`config.mk`:
```
export PLATFORM = sky130hd
export DESIGN_NAME = mbc1_cart
export DESIGN_NICKNAME = d
export VERILOG_FILES = /design/src/rtl/mbc1_cart.sv
export SDC_FILE = /design/constraint.sdc
export NUM_CORES = 1
export LEC_CHECK = 0
export CAP_MARGIN = 0
export CORE_ASPECT_RATIO = 1.2
export CORE_UTILIZATION = 29
export CTS_CLUSTER_DIAMETER = 80
export DETAILED_ROUTE_END_ITERATION = 16
export PLACE_DENSITY = 0.77
export SLEW_MARGIN = 10
export SYNTH_ARGS = -nofsm -noshare
export SYNTH_HDL_FRONTEND = slang
export SYNTH_SLANG_ARGS = --single-unit
```
`constraint.sdc`:
```
create_clock -name clock -period 1.4 [get_ports clock]
set_clock_uncertainty 0.2 [all_clocks]
set_input_delay 0.35 -clock clock [delete_from_list [all_inputs] [get_ports clock]]
set_output_delay 0.35 -clock clock [all_outputs]
set_load 0.01 [all_outputs]
```
`src/rtl/mbc1_cart.sv`:
```
// mbc1_cart: MBC1 bank controller between the Game Boy CPU bus and cartridge ROM/SRAM.
// CPU writes to 0000-7FFF program the control registers; reads are mapped through
// the current ROM/RAM banks and returned on Di one clock later.
// Optional build macro: MBC1_MULTICART_EN (4-bit bank_lo, 6-bit ROM bank).
module mbc1_cart #(
    parameter int ROM_BANKS = 128,
    parameter int RAM_BANKS = 4
) (
    input  logic        clock,
    input  logic        reset_n,
    input  logic [15:0] A,
    input  logic [7:0]  Do,
    output logic [7:0]  Di,
    input  logic        wr_n,
    input  logic        rd_n,
    input  logic        cs_n,
    output logic [20:0] rom_addr,
    input  logic [7:0]  rom_rdata,
    output logic [14:0] ram_addr,
    input  logic [7:0]  ram_rdata,
    output logic [7:0]  ram_wdata,
    output logic        ram_we
);

`ifdef MBC1_MULTICART_EN
    localparam int LO_W = 4;
`else
    localparam int LO_W = 5;
`endif

    localparam logic [6:0] ROM_MASK = 7'(ROM_BANKS - 1);

    logic [LO_W-1:0] bank_lo_r;
    logic [1:0]      bank_hi_r;
    logic            ram_en_r;
    logic            mode_r;
    logic            wr_q_r;
    logic            wr_arm_r;   // set once wr_n has been seen high since reset

    logic            wr_fire_s;
    logic            ram_sel_s;
    logic            ctrl_wr_s;
    logic [6:0]      rom_bank_s;
    logic [1:0]      ram_bank_s;

    // A strobe held low across reset release must not fire, hence the arm flag.
    assign wr_fire_s = wr_arm_r & wr_q_r & ~wr_n;
    assign ram_sel_s = ~cs_n & (A[15:13] == 3'b101);
    assign ctrl_wr_s = wr_fire_s & ~A[15];

    assign ram_wdata = Do;
    assign ram_we    = wr_fire_s & ram_sel_s & ram_en_r;
    assign ram_addr  = {ram_bank_s, A[12:0]};
    assign rom_addr  = {rom_bank_s & ROM_MASK, A[13:0]};

    // Select the ROM bank: fixed low window (optionally high-banked in mode 1) or switchable window.
    always_comb begin
        rom_bank_s = 7'd0;
        if (A[14] == 1'b0) begin
            if (mode_r) begin
                rom_bank_s = 7'({bank_hi_r, {LO_W{1'b0}}});
            end else begin
                rom_bank_s = 7'd0;
            end
        end else begin
            rom_bank_s = 7'({bank_hi_r, bank_lo_r});
        end
    end

    // Select the RAM bank; only a 4-bank cart in mode 1 uses bank_hi.
    always_comb begin
        ram_bank_s = 2'd0;
        if (mode_r && (RAM_BANKS == 4)) begin
            ram_bank_s = bank_hi_r;
        end else begin
            ram_bank_s = 2'd0;
        end
    end

    // Write-strobe edge detector and arming after reset.
    always_ff @(posedge clock or negedge reset_n) begin
        if (!reset_n) begin
            wr_q_r   <= 1'b1;
            wr_arm_r <= 1'b0;
        end else begin
            wr_q_r <= wr_n;
            if (wr_n) begin
                wr_arm_r <= 1'b1;
            end
        end
    end

    // MBC control registers, written by one commit per low write strobe to 0000-7FFF.
    always_ff @(posedge clock or negedge reset_n) begin
        if (!reset_n) begin
            ram_en_r  <= 1'b0;
            bank_lo_r <= {{(LO_W-1){1'b0}}, 1'b1};
            bank_hi_r <= 2'd0;
            mode_r    <= 1'b0;
        end else if (ctrl_wr_s) begin
            case (A[14:13])
                2'b00: ram_en_r <= (Do[3:0] == 4'hA);
                2'b01: begin
                    if (Do[LO_W-1:0] == {LO_W{1'b0}}) begin
                        bank_lo_r <= {{(LO_W-1){1'b0}}, 1'b1};
                    end else begin
                        bank_lo_r <= Do[LO_W-1:0];
                    end
                end
                2'b10: bank_hi_r <= Do[1:0];
                2'b11: mode_r    <= Do[0];
                default: mode_r  <= mode_r;
            endcase
        end
    end

    // Registered read data: ROM, enabled RAM, or open bus (FF).
    always_ff @(posedge clock or negedge reset_n) begin
        if (!reset_n) begin
            Di <= 8'hFF;
        end else if (!rd_n && !A[15]) begin
            Di <= rom_rdata;
        end else if (!rd_n && ram_sel_s) begin
            Di <= ram_en_r ? ram_rdata : 8'hFF;
        end else begin
            Di <= 8'hFF;
        end
    end

endmodule
```
# Word level (Yosys, flattened, before mapping)
# Cells that the tools add are included.
[word_totals]
reg_bits = 19
latchBits = 0
mem_bits_rw = 0
romBits = 0
in_bits = 45
out_inout_bits = 53
word_cells = 38
memories = 0
[op_classes]
n_addsub = 0
n_mul = 0
n_div = 0
order_cmp = 0
n_eq_ne = 5
shift = 0
mux = 7
bitwise = 9
n_reduce_logical = 10
[ops]
columns = ["op", "n"]
rows = [
  ["$mux W8", 3],
  ["$mux W7", 2],
  ["$reduce_and A2 Y1", 4],
  ["$and A1 B1 Y1", 6],
  ["$logic_not A5 Y1", 1],
  ["$mux W5", 1],
  ["$eq A2 B2 Y1 const B", 2],
  ["$eq A4 B4 Y1 const B", 1],
  ["$eq A3 B3 Y1 const B", 1],
  ["$not A1 Y1", 3],
  ["$eq A2 B1 Y1 const B", 1],
  ["$logic_and A1 B1 Y1", 2],
  ["$logic_not A1 Y1", 2],
  ["$logic_not A2 Y1", 1],
  ["$mux W2", 1],
]

# Depth between registers and ports, before layout
[depth]
ltp_word = 5
mapped_depth = 4
ltp_nobuf = 3

# Least setup slack after synthesis
# Ideal clock, no wire load.
[synth_path]
path_kind = "input port to output port"
startpoint = "input A[14]"
endpoint = "output ram_we"
arrival_time_ps = 991
t_required_ps = 850
slack_ps = -141
stages = 3
n_path_buf = 0
path_cell_list = "and2b_2 > nand3_1 > nor3_1"
[synth_via]
elab_chain_len = 4
[synth_rtl]
columns = ["item", "line", "text"]
rows = [
  ["from (decl)", "11", "input logic [15:0] A,"],
  ["$eq A3 B3 Y1", "48", "assign ram_sel_s = ~cs_n & (A[15:13] == 3'b101);"],
  ["$and A1 B1 Y1", "48", ""],
  ["$and A1 B1 Y1 (2 in series)", "52", "assign ram_we = wr_fire_s & ram_sel_s & ram_en_r;"],
  ["to (decl)", "22", "output logic ram_we"],
]
# No other way between the ends.

# Final worst setup path
[layout_path]
startpoint = "input cs_n"
endpoint = "output ram_we"
[layout_via]
elab_chain_len = 4
[layout_rtl]
columns = ["item", "line", "text"]
rows = [
  ["from (decl)", "16", "input logic cs_n,"],
  ["$not A1 Y1", "48", ""],
  ["$and A1 B1 Y1", "48", ""],
  ["$and A1 B1 Y1 (2 in series)", "52", ""],
]
# No other way between the ends.

==> tab_implementation.tex <==
\begin{tabular}{lr}
\hline
Metric & Value \\
\hline
\multicolumn{2}{l}{\textbf{CTS}} \\
\quad Number of buffers inserted during clock tree synthesis & 3 \\
\quad TritonCTS clock tree & yes \\
\quad H-tree depth & 1 \\
\quad CTS sink cnt & 19 \\
\quad Max Buffers Root-to-Sink & 2 \\
\quad Number of buffers added to fix hold violations after cts & 0 \\
\quad Clock insertion delay at the later pin of the skew report & 0.26 ns \\
\quad CTS clock-pin slew for the worst setup and hold paths & 0.08 ns \\
\quad Clock tree root buffer cell & clkbuf\_8 \\
\multicolumn{2}{l}{\textbf{Critical path}} \\
\quad Arrival time of the worst setup path & 1.10 ns \\
\quad CP Max Fanout & 2 \\
\quad Slowest library cell on the worst path & dlygate4sd2\_1 \\
\quad Peak per-stage delay on the critical path & 0.25 ns \\
\quad Crit Path Category & in2out \\
\quad WP data required & 0.85 ns \\
\quad Nature of the critical path startpoint & primary input \\
\quad Ordered list of cells on the worst path & dlygate4sd2\_1, nor2b\_4, nand3\_2, nor3\_2, buf\_2 \\
\quad Type of element capturing the critical path & primary output \\
\multicolumn{2}{l}{\textbf{Placed design}} \\
\quad Weighted congestion reported at the end of routability-driven placement & 0.693 \\
\quad Half-perimeter wire length after placement & 2080 um \\
\quad Port Buffer Count & 52 \\
\multicolumn{2}{l}{\textbf{STA}} \\
\quad Actual transition at the worst max-transition pin & 0.286 ns \\
\quad WHS & 0.177 ns \\
\quad Ratio of final minimum period to clock period & 118\% \\
\quad RSZ-0062 raised after global routing & true \\
\quad Min Tclk post-route & 1.65 ns \\
\quad Number of pins exceeding their max-slew limit in the final report & 0 \\
\quad Relative slew slack & 80.7\% \\
\quad Hold violation count in the final report & 0 \\
\quad Fmax & 606 MHz \\
\quad Number of failing setup endpoints in the final timing report & 27 \\
\quad Fin worst setup slack & -0.251 ns \\
\multicolumn{2}{l}{\textbf{Detailed routing}} \\
\quad Vias per cell & 4.36 \\
\quad Sum of met3 wire segment lengths after detailed routing & 223 um \\
\quad Post-detailed-route wirelength per cell & 13.8 um \\
\quad DRC marker count from the first detailed-route iteration & 20 \\
\quad Total number of vias & 871 \\
\quad Remaining design rule violation count & 0 \\
\quad Total Wirelength & 2750 um \\
\quad Detailed-routed wire length on met2 & 1460 um \\
\quad Post-route met1 wirelength & 1020 um \\
\quad Detailed-routing iteration count for the pre-antenna-repair pass & 2 \\
\quad Highest layer used for signal routing & met4 \\
\quad Post-route antenna net violation count & 0 \\
\multicolumn{2}{l}{\textbf{Cells and area}} \\
\quad Number of nets in the layout & 194 \\
\quad Filler Cells Inserted & 384 \\
\quad Layout cells sized above 1 & 62.2\% \\
\quad Area growth, synth to finish & 48.5\% \\
\quad Multi-input logic area & 439 um2 \\
\quad Area used by sequential logic in the layout & 488 um2 \\
\quad Inserted Diodes & 0 \\
\quad Commonest cells after routing, fill and taps aside & buf\_4 (22), clkdlybuf4s50\_1 (18), buf\_2 (17) \\
\quad Most common cell after layout, fill and taps aside & buf\_4 \\
\multicolumn{2}{l}{\textbf{Logic synthesis}} \\
\quad Synth warn & 0 \\
\quad Register bit total from synthesis & 19 \\
\quad Cell count after synthesis & 100 \\
\quad Post-synthesis instance area & 0.00116 mm2 \\
\quad Unique cell type count in the Yosys netlist & 24 \\
\quad Mapped Avg Cell Area & 11.6 um2 \\
\quad Synthesized net count & 145 \\
\quad Post-synthesis sequential area ratio & 41.9\% \\
\multicolumn{2}{l}{\textbf{Pwr}} \\
\quad Pwr/cell area & 935 mW/mm2 \\
\quad Total power after layout & 1.61 mW \\
\quad Worst ir drop on vdd & 0.326 mV \\
\quad Leakage power & 0.840 nW \\
\multicolumn{2}{l}{\textbf{Worst hold path}} \\
\quad Type of the worst min-delay path & in2reg \\
\multicolumn{2}{l}{\textbf{GRT}} \\
\quad First-pass GRT wire length & 4610 um \\
\quad Maximum number of pins on one net before global-route repair & 20 \\
\quad Vias in the first global route & 978 \\
\quad Global Route Usage Sum & 14.3\% \\
\quad Congestion Overflow GR & 0 \\
\quad Initial antenna violation count & 0 \\
\multicolumn{2}{l}{\textbf{Run status}} \\
\quad Outcome & finished with violations \\
\quad Violated checks & setup timing \\
\multicolumn{2}{l}{\textbf{Die}} \\
\quad Count of pins on the block boundary & 98 \\
\quad Number of rows created at floorplan & 24 \\
\quad Initial standard-cell utilization of the core & 31.3\% \\
\quad Core Region & 0.00372 mm2 \\
\quad Floorplan die area & 0.00427 mm2 \\
\quad Chip height & 71.4 um \\
\quad Width of the die & 59.8 um \\
\multicolumn{2}{l}{\textbf{Flow run}} \\
\quad Number of max-cap violations & 0 \\
\hline
\end{tabular}
==> registers in the layout, summed over array words and instances, names as in the netlist <==
register   count
mode_r         1
bank_lo_r      5
ram_en_r       1
wr_q_r         1
Di             8
wr_arm_r       1
bank_hi_r      2
==> Yosys cell counts <==
cell type  instances  area [um2]
buf_4             36         270
nand2_4            1        11.3
dfrtp_1            9         225
and4bb_4           1        16.3
o22a_1             8        70.1
a21oi_1            1        5.00
nor4_1             1        6.26
nand3_2            1        10.0
buf_1              1        3.75
a31oi_1            1        6.26
mux2_4             8         120
and2b_2            1        8.76
nor2_1             2        7.51
nor4bb_1           1        10.0
and2_1             7        43.8
nand2_1            2        7.51
nand3_1            1        5.00
dfstp_2           10         263
o21a_1             2        15.0
nand3b_4           1        20.0
or2_2              2        12.5
nand4b_2           1        15.0
nor3_1             1        5.00
nor2b_1            1        6.26
==> critical path, delay by kind of cell <==
kind                   cells  cell delay [ns]
buffers and inverters      2             0.40
and+or+nand+nor            3             0.34
==> worst paths after layout <==
path                            cells past startpoint    startpoint  slack [ns]            to
worst min-delay path                                1          wr_n        0.18        wr_q_r
max in group asynchronous                           2       reset_n        0.56  bank_lo_r[0]
worst max-delay path                                5          cs_n       -0.25        ram_we
worst min register to register                      1  bank_lo_r[3]        0.33  bank_lo_r[3]
worst max register to register                      3        wr_q_r       -0.19  bank_hi_r[0]
min in group asynchronous                           2       reset_n        0.23      wr_arm_r
==> per-layer routing <==
| layer | vias to the layer above | GRT usage, % |
|---|---|---|
| li1 | 406 | - |
| met1 | 415 | 16.0 |
| met2 | 40 | 24.4 |
| met3 | 10 | 4.69 |
| met4 | 0 | 5.68 |
| met5 | - | 0 |
==> stage by stage <==
| stage | util, % | setup slack, ns | instances | setup TNS (ns) | cell area, um2 |
|---|---|---|---|---|---|
| 6_report | 46.4 | -0.251 | 200 | -2.95 | 1730 |
| 5_1_grt | 46.4 | -0.307 | 200 | -4.00 | 1730 |
| 4_1_cts | 45.7 | -0.300 | 197 | -3.18 | 1700 |
| 3_5_place_dp | 43.5 | -1.01 | 184 | -21.52 | 1620 |
| 3_3_place_gp | 43.5 | -0.996 | 184 | -21.03 | 1620 |
| 2_1_floorplan | - | -0.115 | 100 | -0.925 | 1170 |
==> area by class of cell <==
class | count | area share (%)
Clock buffer | 3 | 2.39
Clock inverter | 1 | 0.290
Multi-Input combinational cell | 44 | 25.4
Sequential cell | 19 | 28.2
Tap cell | 52 | 3.77
Timing Repair Buffer | 81 | 39.9
==> kinds of logic after synthesis <==
group           share of synthesized area (%)
simple gates                             15.9
buf+inv                                  23.5
mux                                      10.3
compound gates                           8.28
flops                                    41.9
==> power breakdown <==
group	total, mW	internal (mW)	switching, mW
sequential	0.669	0.630	0.0393
combinational	0.556	0.370	0.186
clock	0.390	0.198	0.192
total	1.61	1.20	0.417
==> timing repair <==
item / 4_1_cts / 5_1_grt
gates resized for setup: 134 / 2
pin swaps: 9 / 2
gates cloned: 1 / 0
buffers inserted: 8 / 3
setup endpoints to repair: 41 / 35
Power figures use the tool's default switching activity.
